### config.mk
export PLATFORM = sky130hd
export DESIGN_NAME = writeback_mux
export DESIGN_NICKNAME = d
export VERILOG_FILES = /design/src/rtl/writeback_mux.sv
export SDC_FILE = /design/constraint.sdc
export NUM_CORES = 1
export LEC_CHECK = 0
export ABC_AREA = 1
export CORE_AREA = 4 4 106 128
export CTS_CLUSTER_DIAMETER = 120
export DETAILED_ROUTE_END_ITERATION = 7
export DIE_AREA = 0 0 110 132
export GPL_ROUTABILITY_DRIVEN = 1
export PLACE_DENSITY = 0.87
export SKIP_LAST_GASP = 1
export SLEW_MARGIN = 10
export SYNTH_ARGS = -nofsm -noshare
export SYNTH_HDL_FRONTEND = slang
export SYNTH_SLANG_ARGS = --single-unit
### constraint.sdc
create_clock -name clk -period 1.3 [get_ports clk]
set_clock_uncertainty 0.1 [all_clocks]
set_input_delay 0.195 -clock clk [delete_from_list [all_inputs] [get_ports clk]]
set_output_delay 0.195 -clock clk [all_outputs]
set_load 0.05 [all_outputs]
### src/rtl/writeback_mux.sv
`default_nettype none
// ============================================================================
// Module      : writeback_mux
// Description : Writeback source select with write-enable gating, a one-entry
//               registered bypass record of the last committed write, and a
//               committed-write counter.
// Revision    : 1.0 - initial release
// ============================================================================
module writeback_mux #(
  parameter int DATA_WIDTH = 32,
  parameter bit HAS_CSR    = 1'b1
) (
  input  logic                  clk,
  input  logic                  rst_n,
  input  logic [DATA_WIDTH-1:0] alu_result,
  input  logic [DATA_WIDTH-1:0] load_rdata,
  input  logic [DATA_WIDTH-1:0] pc_plus4,
  input  logic [DATA_WIDTH-1:0] csr_rdata,
  input  logic [1:0]            wb_sel,
  input  logic                  regwrite_in,
  input  logic                  kill_wb,
  input  logic [4:0]            rd_in,
  output logic [DATA_WIDTH-1:0] rd_wdata,
  output logic                  regwrite_out,
  output logic [4:0]            rd_out,
  output logic                  fwd_valid,
  output logic [4:0]            fwd_rd,
  output logic [DATA_WIDTH-1:0] fwd_wdata,
  output logic [31:0]           wb_count
);

  logic [DATA_WIDTH-1:0] w_csr_src;
  logic                  fwd_valid_q, fwd_valid_d;
  logic [4:0]            fwd_rd_q, fwd_rd_d;
  logic [DATA_WIDTH-1:0] fwd_wdata_q, fwd_wdata_d;
  logic [31:0]           wb_count_q, wb_count_d;

  // CSR source is either passed through or tied to zero when CSRs are absent.
  generate
    if (HAS_CSR) begin : g_csr
      assign w_csr_src = csr_rdata;
    end else begin : g_no_csr
      assign w_csr_src = '0;
    end
  endgenerate

  // Ternary tree so an unknown select propagates as X rather than being
  // silently mapped onto one of the sources.
  assign rd_wdata = wb_sel[1] ? (wb_sel[0] ? w_csr_src  : pc_plus4)
                              : (wb_sel[0] ? load_rdata : alu_result);

  // x0 is hardwired to zero, so writes to it never commit.
  assign regwrite_out = regwrite_in & ~kill_wb & (rd_in != 5'd0);
  assign rd_out       = rd_in;

  // Next-state for the bypass record and the commit counter.
  always_comb begin
    fwd_valid_d = regwrite_out;
    fwd_rd_d    = fwd_rd_q;
    fwd_wdata_d = fwd_wdata_q;
    wb_count_d  = wb_count_q;
    if (regwrite_out) begin
      fwd_rd_d    = rd_in;
      fwd_wdata_d = rd_wdata;
      wb_count_d  = wb_count_q + 32'd1;
    end
  end

  // Bypass record and counter registers with asynchronous clear.
  always_ff @(posedge clk or negedge rst_n) begin
    if (!rst_n) begin
      fwd_valid_q <= 1'b0;
      fwd_rd_q    <= 5'd0;
      fwd_wdata_q <= '0;
      wb_count_q  <= 32'd0;
    end else begin
      fwd_valid_q <= fwd_valid_d;
      fwd_rd_q    <= fwd_rd_d;
      fwd_wdata_q <= fwd_wdata_d;
      wb_count_q  <= wb_count_d;
    end
  end

  assign fwd_valid = fwd_valid_q;
  assign fwd_rd    = fwd_rd_q;
  assign fwd_wdata = fwd_wdata_q;
  assign wb_count  = wb_count_q;

endmodule
`default_nettype wire

**Word-level counts from Yosys, hierarchy flattened**

Cells that the tools add are included.

- Multiply operators: 0
- Add/sub/neg operators: 1
- Divide/modulo/power cells: 0
- Equality and inequality tests: 0
- Shifts and indexed selects: 0
- Magnitude comparators: 0
- Multiplexer cells: 3
- Bitwise gates (word level): 3
- Reductions and logical operators: 1

Operator list:

| kind | number |
|---|---|
| two-way mux 32 bit | 3 |
| adder 32 x 1 -> 32 bit (second input constant) | 1 |
| nonzero test 5 bit | 1 |
| bitwise AND 1 bit | 2 |
| NOT 1 bit | 1 |

- ROM bits: 0
- Memory bits (writable): 0
- Latch bits: 0
- Word-level logic and storage cells: 12
- Memories: 0
- Register bits after elaboration: 70
- Output and inout bits: 108
- Input bits: 139

**Depth between registers and ports, before layout**

Gate-level depths: netlist of the first run.

- Word-level depth: 3
- Mapped depth: 9
- Gate-level depth less buffers: 8

**Worst setup path before layout of the first run**

Ideal clock, no wire load.

- Path kind: register to register
- From: reg wb_count_q[1], in the netlist wb_count[1]
- To: reg wb_count_q[26], in the netlist wb_count[26]
- Slack: -523 ps
- Required time: 1080 ps
- Stages on the path, launching flop included: 10
- Clock period less this slack: 1823 ps
- Library setup time: 120 ps
- Arrival time: 1603 ps
- Path buffers: 1
- Cells stage by stage: dfrtp_1 > ha_1 > inv_1 > nor2_4 > nand3_2 > nor2_4 > buf_6 > nand3_1 > nand2_1 > nand2_1

- Cells in the longest elaborated chain, start to end: 1

Ends and longest elaborated chain:

| element | line | text |
|---|---|---|
| from (decl) | 36 | `logic [31:0] wb_count_q, wb_count_d;` |
| from (signal assigned) | 80 | `wb_count_q <= wb_count_d;` |
| adder 32 x 1 -> 32 bit | 65 | `wb_count_d = wb_count_q + 32'd1;` |

Every way passes these cells.
A chain may end at the register's enable or synchronous reset.

**Worst setup path after layout of the first run**

- From: reg wb_count_q[1], in the netlist wb_count[1]
- To: reg wb_count_q[18], in the netlist wb_count[18]

Same word-level chain as after synthesis.

==> impl_summary.txt, run 1 <==
----------------------------------------------------
[Worst setup path]
  Capture point of the worst path ... wb_count[18]
  Dominant cell type by count on the critical path ... sky130_fd_sc_hd__nor2_4
  Largest incremental delay on the critical path ... 0.42 ns
  CP Class ... register to register
  Library cell contributing the largest single delay on the critical path ... sky130_fd_sc_hd__dfrtp_2
  Cell count of the worst reg-to-reg path ... 8
  WP data required ... 1.42 ns
  Reg-to-reg startpoint ... wb_count[1]
  R2r endpoint ... wb_count[18]
  Worst Path Max Fanout ... 14
  Critical Path End Type ... register
  Register-to-register path setup slack ... -0.40 ns
  Worst setup path startpoint ... wb_count[1]
  CP Launch Type ... register
  Worst-path cell chain ... ha_4 -> inv_4 -> nor2_4 -> nand3_2 -> nor2_4 -> buf_12 -> nand2_1 -> xnor2_1
  Arrival time worst endpoint ... 1.82 ns

[Global route]
  Largest net degree at the start of global routing ... 71
  Overall routing resource usage ... 37.5%
  Via count of the first global-routing pass ... 7231
  Wire length of the first global-routing pass ... 40900 um
  Gr ovfl total ... 0
  Number of antenna violations at the first check in global routing ... 3

[CTS]
  TritonCTS Buffers ... 9
  Clock-pin transition on the worst setup and hold timing paths ... 0.07 ns
  CTS tree ... yes
  Maximum clock path buffer count ... 2
  Clock H-tree levels ... 3
  CTS Root Buffer Type ... sky130_fd_sc_hd__clkbuf_16
  Clock tree sinks ... 70
  Insertion delay of the later-clocked pin in the worst-skew pair ... 0.36 ns

[Route]
  Initial drt markers ... 787
  Antenna-violating nets left ... 0
  Drt total wl ... 34500 um
  Number of vias per cell ... 6.21
  WL/cell ... 29.6 um
  Number of iterations in the first detailed-routing pass ... 8
  DR vias ... 7258
  Number of remaining DRC errors ... 0

[Logic synthesis]
  Dominant cells by area after synthesis ... sky130_fd_sc_hd__dfrtp_1 41%, sky130_fd_sc_hd__nand2_1 16%, sky130_fd_sc_hd__nor2_1 7.8%
  Mapped Cells ... 591
  Number of unique standard cell types used by synthesis ... 26
  Fraction of post-synthesis cell area in the top cell type by area ... 41.2%
  Summed instance area of the synthesized netlist ... 4260 um^2
  Portion of the post-synthesis area used by sequential elements ... 41.2%
  Post-synth top area cell ... sky130_fd_sc_hd__dfrtp_1
  Per-instance average area after synthesis ... 7.20 um^2
  Number of warnings reported in the yosys synthesis log ... 0
  Post-synthesis sequential element count ... 70
  Synth Net Count ... 731

[Hold path]
  Class of the worst hold path ... primary input to register
  Launch point of the worst hold path ... rd_in[3]

[Placed design]
  Gpl congestion ... 0.902
  Number of buffer cells added on primary ports ... 246
  Detailed-placement wirelength estimate ... 14700 um
  Placed insts ... 1047

[Run status]
  Run status ... finished with violations
  Violated checks ... setup timing

[Floorplan]
  Initial core utilization ... 34.2%
  Floorplan die area ... 14500 um^2
  Core area ... 12400 um^2
  Placement Rows ... 45
  Overall die width ... 110 um
  Die height ... 132 um
  Number of placed I/O pins ... 247

[Final layout]
  Non-filler instance count after layout ... 1168
  Count of fill cells added during filler insertion ... 356
  Layout cell share with drive strength beyond 1 ... 55.4%
  Net total in the final layout ... 1134
  Sequential Area ... 1790 um^2
  Layout-stage area growth over the synthesis result ... 171%
  Area of the multi-input gates ... 3530 um^2

[STA]
  Headroom to the max-slew limit ... 71.8%
  Slew at the pin closest to its max-slew limit ... 0.422 ns
  Achievable Freq ... 0.587 GHz
  Tmin final ... 1.70 ns
  Final setup violation count ... 90
  Hold_ws ... 0.181 ns
  Minimum setup slack in the final design ... -0.405 ns
  Pins over their slew limit ... 0
  RSZ-0062 raised after global routing ... true
  Hold Fails Final Rpt ... 0
  Post-route clock period utilization ... 131%

[Pwr]
  PD cells ... 1010 nW/um^2
  Max IR drop VDD ... 0.000996 V
  Leakage dissipation ... 5.18 nW

[Job]
  Number of maximum-capacitance violations ... 0

----------------------------------------------------
critical path, delay by kind of cell (launching register included):
family | cells | cell delay (ns)
xor+xnor | 1 | 0.30
simple gates | 4 | 0.39
buf+inv | 2 | 0.19
fa+ha+maj | 1 | 0.15
flops | 1 | 0.42
cell usage after synthesis, drive strengths merged:
master	count
buf	26
clkbuf	10
clkinv	1
dfrtp	70
ha	1
inv	36
nand2	192
nand3	21
nand3b	2
nand4	12
nor2	98
nor3	8
o21ai	65
o22ai	32
xnor2	6
xor2	11
power by group:
group	leakage, nW	internal, mW	switching (mW)
combinational	4.21	3.03	3.39
clock	0.131	1.35	1.08
sequential	0.838	2.47	0.406
total	5.18	6.84	4.87
how the worst min path moves through the flow:
stage / slack, ns / cells past startpoint / to
after floorplan: -0.20 / 0 / fwd_rd[0]
after global placement: 0.13 / 2 / fwd_rd[1]
final: 0.18 / 4 / fwd_rd[3]
after CTS: 0.13 / 4 / fwd_rd[2]
after global routing: 0.20 / 4 / fwd_rd[3]
after detailed placement: 0.14 / 2 / fwd_rd[1]
cell type report:
class                   instances  area share, %
multi-input cells             448           30.6
inverters                      37           1.64
repair inverters                2          0.314
repair buffers                426           47.8
clock inverters                 2         0.0867
clock buffers                  14           2.20
well taps                     164           1.78
diodes                          5          0.108
flip-flops and latches         70           15.5
through the flow:
step / total power [mW] / worst slack [ns] / util (%) / instance area, um^2 / TNS [ns]
6_report: 11.7 / -0.405 / 92.7 / 11500 / -12.21
5_1_grt: 11.9 / -0.508 / 92.7 / 11500 / -14.80
4_1_cts: 10.9 / -0.186 / 88.1 / 11000 / -7.20
3_5_place_dp: 7.87 / -0.608 / 72.2 / 8980 / -53.11
3_3_place_gp: 7.77 / -0.589 / 72.2 / 8980 / -48.75
2_1_floorplan: 5.04 / -0.312 / - / 4850 / -5.39
state kept, by name (all words and copies together) (netlist names):
register and cells:
fwd_rd 5, fwd_valid 1, fwd_wdata 32, wb_count 32
routing by layer:
metal | up-vias | share of wire [%] | global-route usage [%] | wire length, um
li1 | 2737 | - | - | -
met1 | 3365 | 29 | 37.2 | 10100
met2 | 814 | 48 | 66.3 | 16600
met3 | 342 | 10 | 10.4 | 3580
met4 | 0 | 12 | 24.5 | 4200
met5 | - | 0 | 0 | 0
cells in the final DEF (no fill, tap or decap), types with 4 or more instances in the layout:
master,count
sky130_fd_sc_hd__dlymetal6s2s_1,6
sky130_fd_sc_hd__nor2_2,30
sky130_fd_sc_hd__nor3_4,4
sky130_fd_sc_hd__buf_16,15
sky130_fd_sc_hd__o21ai_4,24
sky130_fd_sc_hd__nand3_4,4
sky130_fd_sc_hd__clkdlybuf4s50_1,23
sky130_fd_sc_hd__buf_6,36
sky130_fd_sc_hd__clkbuf_16,15
sky130_fd_sc_hd__nand3_1,14
sky130_fd_sc_hd__dfrtp_2,29
sky130_fd_sc_hd__buf_12,121
sky130_fd_sc_hd__dfrtp_1,41
sky130_fd_sc_hd__xor2_1,10
sky130_fd_sc_hd__dlygate4sd2_1,100
sky130_fd_sc_hd__o21ai_2,40
sky130_fd_sc_hd__buf_4,105
sky130_fd_sc_hd__xnor2_1,4
sky130_fd_sc_hd__diode_2,5
sky130_fd_sc_hd__inv_1,31
sky130_fd_sc_hd__nand4_1,12
sky130_fd_sc_hd__nand2_1,177
sky130_fd_sc_hd__nor2_4,50
sky130_fd_sc_hd__o22ai_4,32
sky130_fd_sc_hd__clkbuf_1,4
sky130_fd_sc_hd__nand2_2,12
sky130_fd_sc_hd__nor2_1,18
sky130_fd_sc_hd__buf_2,4
sky130_fd_sc_hd__buf_8,7
cells by family after synthesis:
logic type / count (synthesis) / synth area share, %
flip-flops: 70 / 41.2
AND/OR/NAND/NOR: 333 / 33.7
AO/OA/AOI/OAI: 97 / 12.3
buffers and inverters: 73 / 9.05
XOR/XNOR: 17 / 3.50
adder cells (fa/ha/maj): 1 / 0.294
what timing repair did:
item,CTS,global route
setup endpoints to repair,130,92
hold buffers,1,0
setup buffers,66,26
pin swaps,78,51
gates resized for setup,405,81
endpoints found under the hold margin,70,0
gates cloned,13,6
Power figures use the tool's default switching activity.
==> run 2: changes to the inputs <==
--- a/config.mk
+++ b/config.mk
@@ -13,7 +13,6 @@
 export GPL_ROUTABILITY_DRIVEN = 1
 export PLACE_DENSITY = 0.87
 export SKIP_LAST_GASP = 1
-export SLEW_MARGIN = 10
 export SYNTH_ARGS = -nofsm -noshare
 export SYNTH_HDL_FRONTEND = slang
 export SYNTH_SLANG_ARGS = --single-unit
==> results of run 2 <==
Final layout, timing and power as in run 1 (identical DEF).
==> run 3: changes to the inputs <==
--- a/config.mk
+++ b/config.mk
@@ -13,6 +13,7 @@
 export GPL_ROUTABILITY_DRIVEN = 1
 export PLACE_DENSITY = 0.87
 export SKIP_LAST_GASP = 1
+export SLEW_MARGIN = 15
 export SYNTH_ARGS = -nofsm -noshare
 export SYNTH_HDL_FRONTEND = slang
 export SYNTH_SLANG_ARGS = --single-unit
==> results of run 3 <==
Final layout, timing and power as in run 1 (identical DEF).
==> patch 1, RTL diff (flow settings as in run 3) <==
`fwd_wdata_q` no longer has a reset.
--- a/src/rtl/writeback_mux.sv
+++ b/src/rtl/writeback_mux.sv
@@ -71,14 +71,16 @@
     if (!rst_n) begin
       fwd_valid_q <= 1'b0;
       fwd_rd_q    <= 5'd0;
-      fwd_wdata_q <= '0;
       wb_count_q  <= 32'd0;
     end else begin
       fwd_valid_q <= fwd_valid_d;
       fwd_rd_q    <= fwd_rd_d;
-      fwd_wdata_q <= fwd_wdata_d;
       wb_count_q  <= wb_count_d;
     end
+  end
+
+  always_ff @(posedge clk) begin
+    fwd_wdata_q <= fwd_wdata_d;
   end
 
   assign fwd_valid = fwd_valid_q;
Behaviour: not the same (a bounded check fails within 4 cycles, from zero or initial values and one cycle with rst_n low).
==> patch 1 against run 3 <==
The run still ends with setup timing left; area after synthesis down 7.6%; setup slack better by 0.13 ns; non-clock buffer count down 39; largest power group unchanged; total power down 13%; highest routed layer is now met5; routed wire length down 25%; synthesized cell count down 19%; sequential cell count unchanged; final area down 7.2%.
==> patch 1: results (changes against run 3) <==
stage,metric,value,unit,change
global_route,Tot GR Track Use,31.7,%,-5.8 points
yosys,"top cells by count, synth","nor2_1 (92), nand2_1 (88), o21ai_0 (59)",,
sta,final setup vio count,88,,-2.2%
placement,dpl cell area,8860,sq um,-1.3%
placement,pre-CTS setup slack,-0.575,ns,+0.0338 ns
worst_setup_path,CP startpoint,wb_count[7],,
sta,relative slew slack,74.8,%,+3.0 points
yosys,sequential area share after synthesis,48.6,%,+7.5 points
global_route,initial antenna violation count,5,,+2
placement,dpl cells,940,,-10%
hold_path,worst hold start,rd_in[0],,
cells_and_area,Filler Cell Count,513,,+44%
global_route,first-pass GRT wire length,34300,um,-16%
global_route,pin count of the biggest net entering global routing,26,,-63%
yosys,Post-synth top flop,dfrtp_1,,
yosys,asr flop ratio synth,54.3,%,-46 points
sta,setup_tns,-6.69,ns,+5.52 ns
yosys,"EDFF count, synth",32,,+32
sta,final worst setup slack,-0.275,ns,+0.130 ns
yosys,library cells used by synthesis,29,,+12%
route,Starting DRT DRC Count,380,,-52%
worst_setup_path,Critical Path Fanout Max,5,,-9
placement,hpwl dp,14600,um,-0.91%
cells_and_area,multi-input logic area,3080,sq um,-13%
yosys,Avg Inst Size Synth,8.19,sq um,+14%
global_route,vias in the first global route,5945,,-18%
route,DR vias/cell,5.53,,-11%
outcome,failing checks,setup timing,,
route,vias,5679,,-22%
pwr,"IR drop worst, VDD",0.000713,V,-28%
cells_and_area,share of cells above drive strength 1,60.0,%,+4.6 points
worst_setup_path,crit-path leading delay family,simple AND/OR/NAND/NOR gates,,
worst_setup_path,Slowest Stage Delay on Critical Path,0.41,ns,
outcome,status,finished with violations,,
route,Detailed Routing Iterations Pass 1,5,,-3
clocking,clock buffer depth,2,,unchanged
yosys,"Net Count, Synth",620,,-15%
pwr,LEAKAGE,4.54,nW,-12%
cells_and_area,Final nets,995,,-12%
worst_setup_path,Critical Path AT,1.71,ns,-0.11 ns
yosys,Area contributors post-synth,"edfxtp_1 (24%), dfrtp_1 (24%), nor2_1 (8.8%), nand2_1 (8.4%), o21ai_0 (7.5%)",,
route,wire length per cell,25.1,um,-15%
clocking,later-pin clock latency in the skew report,0.34,ns,-0.02 ns
placement,RePlAce Congestion,0.918,,+1.8%
## patch 1: logic make-up after synthesis
logic type | share of synthesized area (%)
compound gates | 13.4
xor+xnor | 3.98
fa+ha+maj | 0.318
simple gates | 27.2
flops | 48.6
buf+inv | 6.52
## patch 1: path summary, 6_finish.rpt
| path | to | slack (ns) | cells past startpoint |
|---|---|---|---|
| setup / recovery | wb_count[29] | -0.27 | 7 |
| hold / removal | fwd_rd[0] | 0.17 | 4 |
| setup reg to reg | wb_count[29] | -0.27 | 7 |
| hold reg to reg | fwd_rd[4] | 0.46 | 2 |
| max in group asynchronous | wb_count[26] | 0.38 | 3 |
| min in group asynchronous | wb_count[11] | 0.23 | 2 |
## patch 1: timing repair
action / 4_1_cts / 5_1_grt
cloned: 14 / 1
endpoints found under the hold margin: 38 / 0
pin swaps: 73 / 34
setup buffers: 37 / 26
setup endpoints to repair: 157 / 89
resized for setup: 375 / 64
hold buffers: 1 / 0
## patch 1: area by class of cell
cell class,count,share of cell area [%]
diodes,3,0.0701
clock buffers,16,2.64
inverters,33,1.43
multi-input cells,352,28.8
flip-flops and latches,70,18.2
well taps,164,1.92
repair buffers,387,46.7
repair inverters,2,0.257
## patch 1: worst reg2reg max path, delay by kind of cell (launching register included)
kind	cells	cell delay, ns
DFF	1	0.41
and+or+nand+nor	7	0.96
## patch 1: where the power goes
group | switching, mW | total [mW] | internal, mW
combinational | 2.56 | 4.93 | 2.37
clock | 0.980 | 2.45 | 1.47
sequential | 0.234 | 2.80 | 2.57
total | 3.77 | 10.2 | 6.40
## patch 1: routing by layer
layer,GRT usage [%],vias up,share of wire [%]
met5,0,-,0.078
met1,31.9,2760,32
met2,59.1,425,54
met4,13.9,4,5.4
met3,8.48,105,8.4
li1,-,2385,-
==> patch 2, RTL diff (flow settings as in run 3) <==
Made on the original files. The parameter `HAS_CSR` goes from 1'b1 to 1'b0.
--- a/src/rtl/writeback_mux.sv
+++ b/src/rtl/writeback_mux.sv
@@ -8,7 +8,7 @@
 // ============================================================================
 module writeback_mux #(
   parameter int DATA_WIDTH = 32,
-  parameter bit HAS_CSR    = 1'b1
+  parameter bit HAS_CSR    = 1'b0
 ) (
   input  logic                  clk,
   input  logic                  rst_n,
Behaviour: not the same (a bounded check fails within 4 cycles, from zero or initial values and one cycle with rst_n low).
==> patch 2 against run 3 <==
The run still ends with setup timing left; largest power group unchanged; area after synthesis decreased by 2.1%; fmax increased by 5.7%; non-clock buffer count decreased by 33; routed wire length decreased by 34%; synthesized cell count decreased by 5.8%; sequential power decreased by 3%; setup slack improved by 0.092 ns; die area unchanged; total power decreased by 8.9%; highest routed layer unchanged; final area decreased by 11%; sequential cell count unchanged; clock power increased by 11%.
==> patch 2: results (changes against run 3) <==
stage,metric,value,unit,change
global_route,pin count of the biggest net entering global routing,30,,-58%
clocking,PostCTS Resize Cnt,211,,-48%
global_route,initial antenna violation count,1,,-2
hold_path,worst hold start,rd_in[0],,
cells_and_area,share of cells above drive strength 1,52.7,%,-2.7 points
placement,RePlAce Congestion,0.893,,-0.96%
yosys,"Net Count, Synth",697,,-4.7%
clocking,"Setup Fix Bufs, Post-CTS",51,,-23%
worst_setup_path,Slowest Stage Delay on Critical Path,0.40,ns,-0.02 ns
yosys,library cells used by synthesis,30,,+15%
pwr,switch share,37.1,%,-4.5 points
yosys,sequential area share after synthesis,42.0,%,+0.88 points
sta,Min Hold Slack,0.134,ns,-0.0469 ns
route,Starting DRT DRC Count,295,,-63%
yosys,"share of synthesized cell area in full adder, half adder and majority cells",0.300,%,+0.0063 points
route,WL met3,1470,um,-59%
worst_setup_path,Critical Path AT,1.74,ns,-0.08 ns
route,final WL,22800,um,-34%
global_route,grt met3 use,5.98,%,-4.5 points
worst_setup_path,Critical R2R Capture,wb_count[30],,
global_route,first-pass GRT wire length,33600,um,-18%
worst_setup_path,crit-path leading delay family,simple AND/OR/NAND/NOR gates,,
hold_path,Hold Path Sink,fwd_rd[0],,
global_route,vias in the first global route,6152,,-15%
route,Detailed Routing Iterations Pass 1,7,,-1
placement,dpl cell area,8680,sq um,-3.4%
pwr,"IR drop worst, VDD",0.000655,V,-34%
global_route,met1 Resource Use GR,32.2,%,-5.0 points
clocking,later-pin clock latency in the skew report,0.33,ns,-0.03 ns
sta,setup_tns,-11.59,ns,+0.620 ns
route,wire length per cell,20.8,um,-30%
sta,final setup vio count,86,,-4.4%
global_route,M2 GR Usage,54.9,%,-11 points
outcome,status,finished with violations,,
cells_and_area,Final nets,1069,,-5.7%
route,met2 routed WL,12400,um,-25%
outcome,failing checks,setup timing,,
sta,Slew @ Worst Pin,0.371,ns,-0.0517 ns
global_route,Tot GR Track Use,30.0,%,-7.5 points
yosys,xor and xnor area share after synthesis,2.70,%,-0.80 points
sta,final worst setup slack,-0.313,ns,+0.0918 ns
yosys,Post-Syn Instances,557,,-5.8%
yosys,Compound-Gate Fraction of Synth Area,8.53,%,-3.8 points
worst_setup_path,Critical Path Fanout Max,4,,-10
placement,hpwl dp,13300,um,-9.2%
yosys,Area contributors post-synth,"dfrtp_1 (42%), nand2_1 (18%), nor2_1 (7.8%), nand3_1 (6.6%), o31ai_2 (6.6%)",,
route,met1 wire length,7700,um,-24%
placement,dpl cells,1010,,-3.5%
patch 2: cell types whose count changed after synthesis, moves of 9 or more:
cell,run 3,this run
o21ai_0,65,0
nand3_1,19,55
o22ai_1,32,0
o31ai_2,0,22
o31ai_1,0,10
nand2_1,186,195
patch 2: power groups by stage:
stage	sequential [mW]	combinational [mW]	clock [mW]
4_1_cts	2.77	4.97	2.67
3_5_place_dp	2.81	4.48	0
5_1_grt	2.82	5.36	2.81
6_report	2.79	5.19	2.69
3_3_place_gp	2.78	4.38	0
2_1_floorplan	3.61	1.23	0
patch 2: area by class of cell:
type,instances,area (sq um)
flip-flops and latches,70,1790
clock inverters,4,70.1
clock buffers,12,246
diodes,1,2.50
fillers,568,2140
well taps,164,205
multi-input cells,417,3010
inverters,37,174
repair buffers,393,4780
repair inverters,1,30.0
patch 2: logic make-up after synthesis:
group / Yosys count
and+or+nand+nor: 371
DFF: 70
buffers and inverters: 70
adders and majority gates: 1
AOI/OAI and AO/OA: 33
xor gates and xnor gates: 12
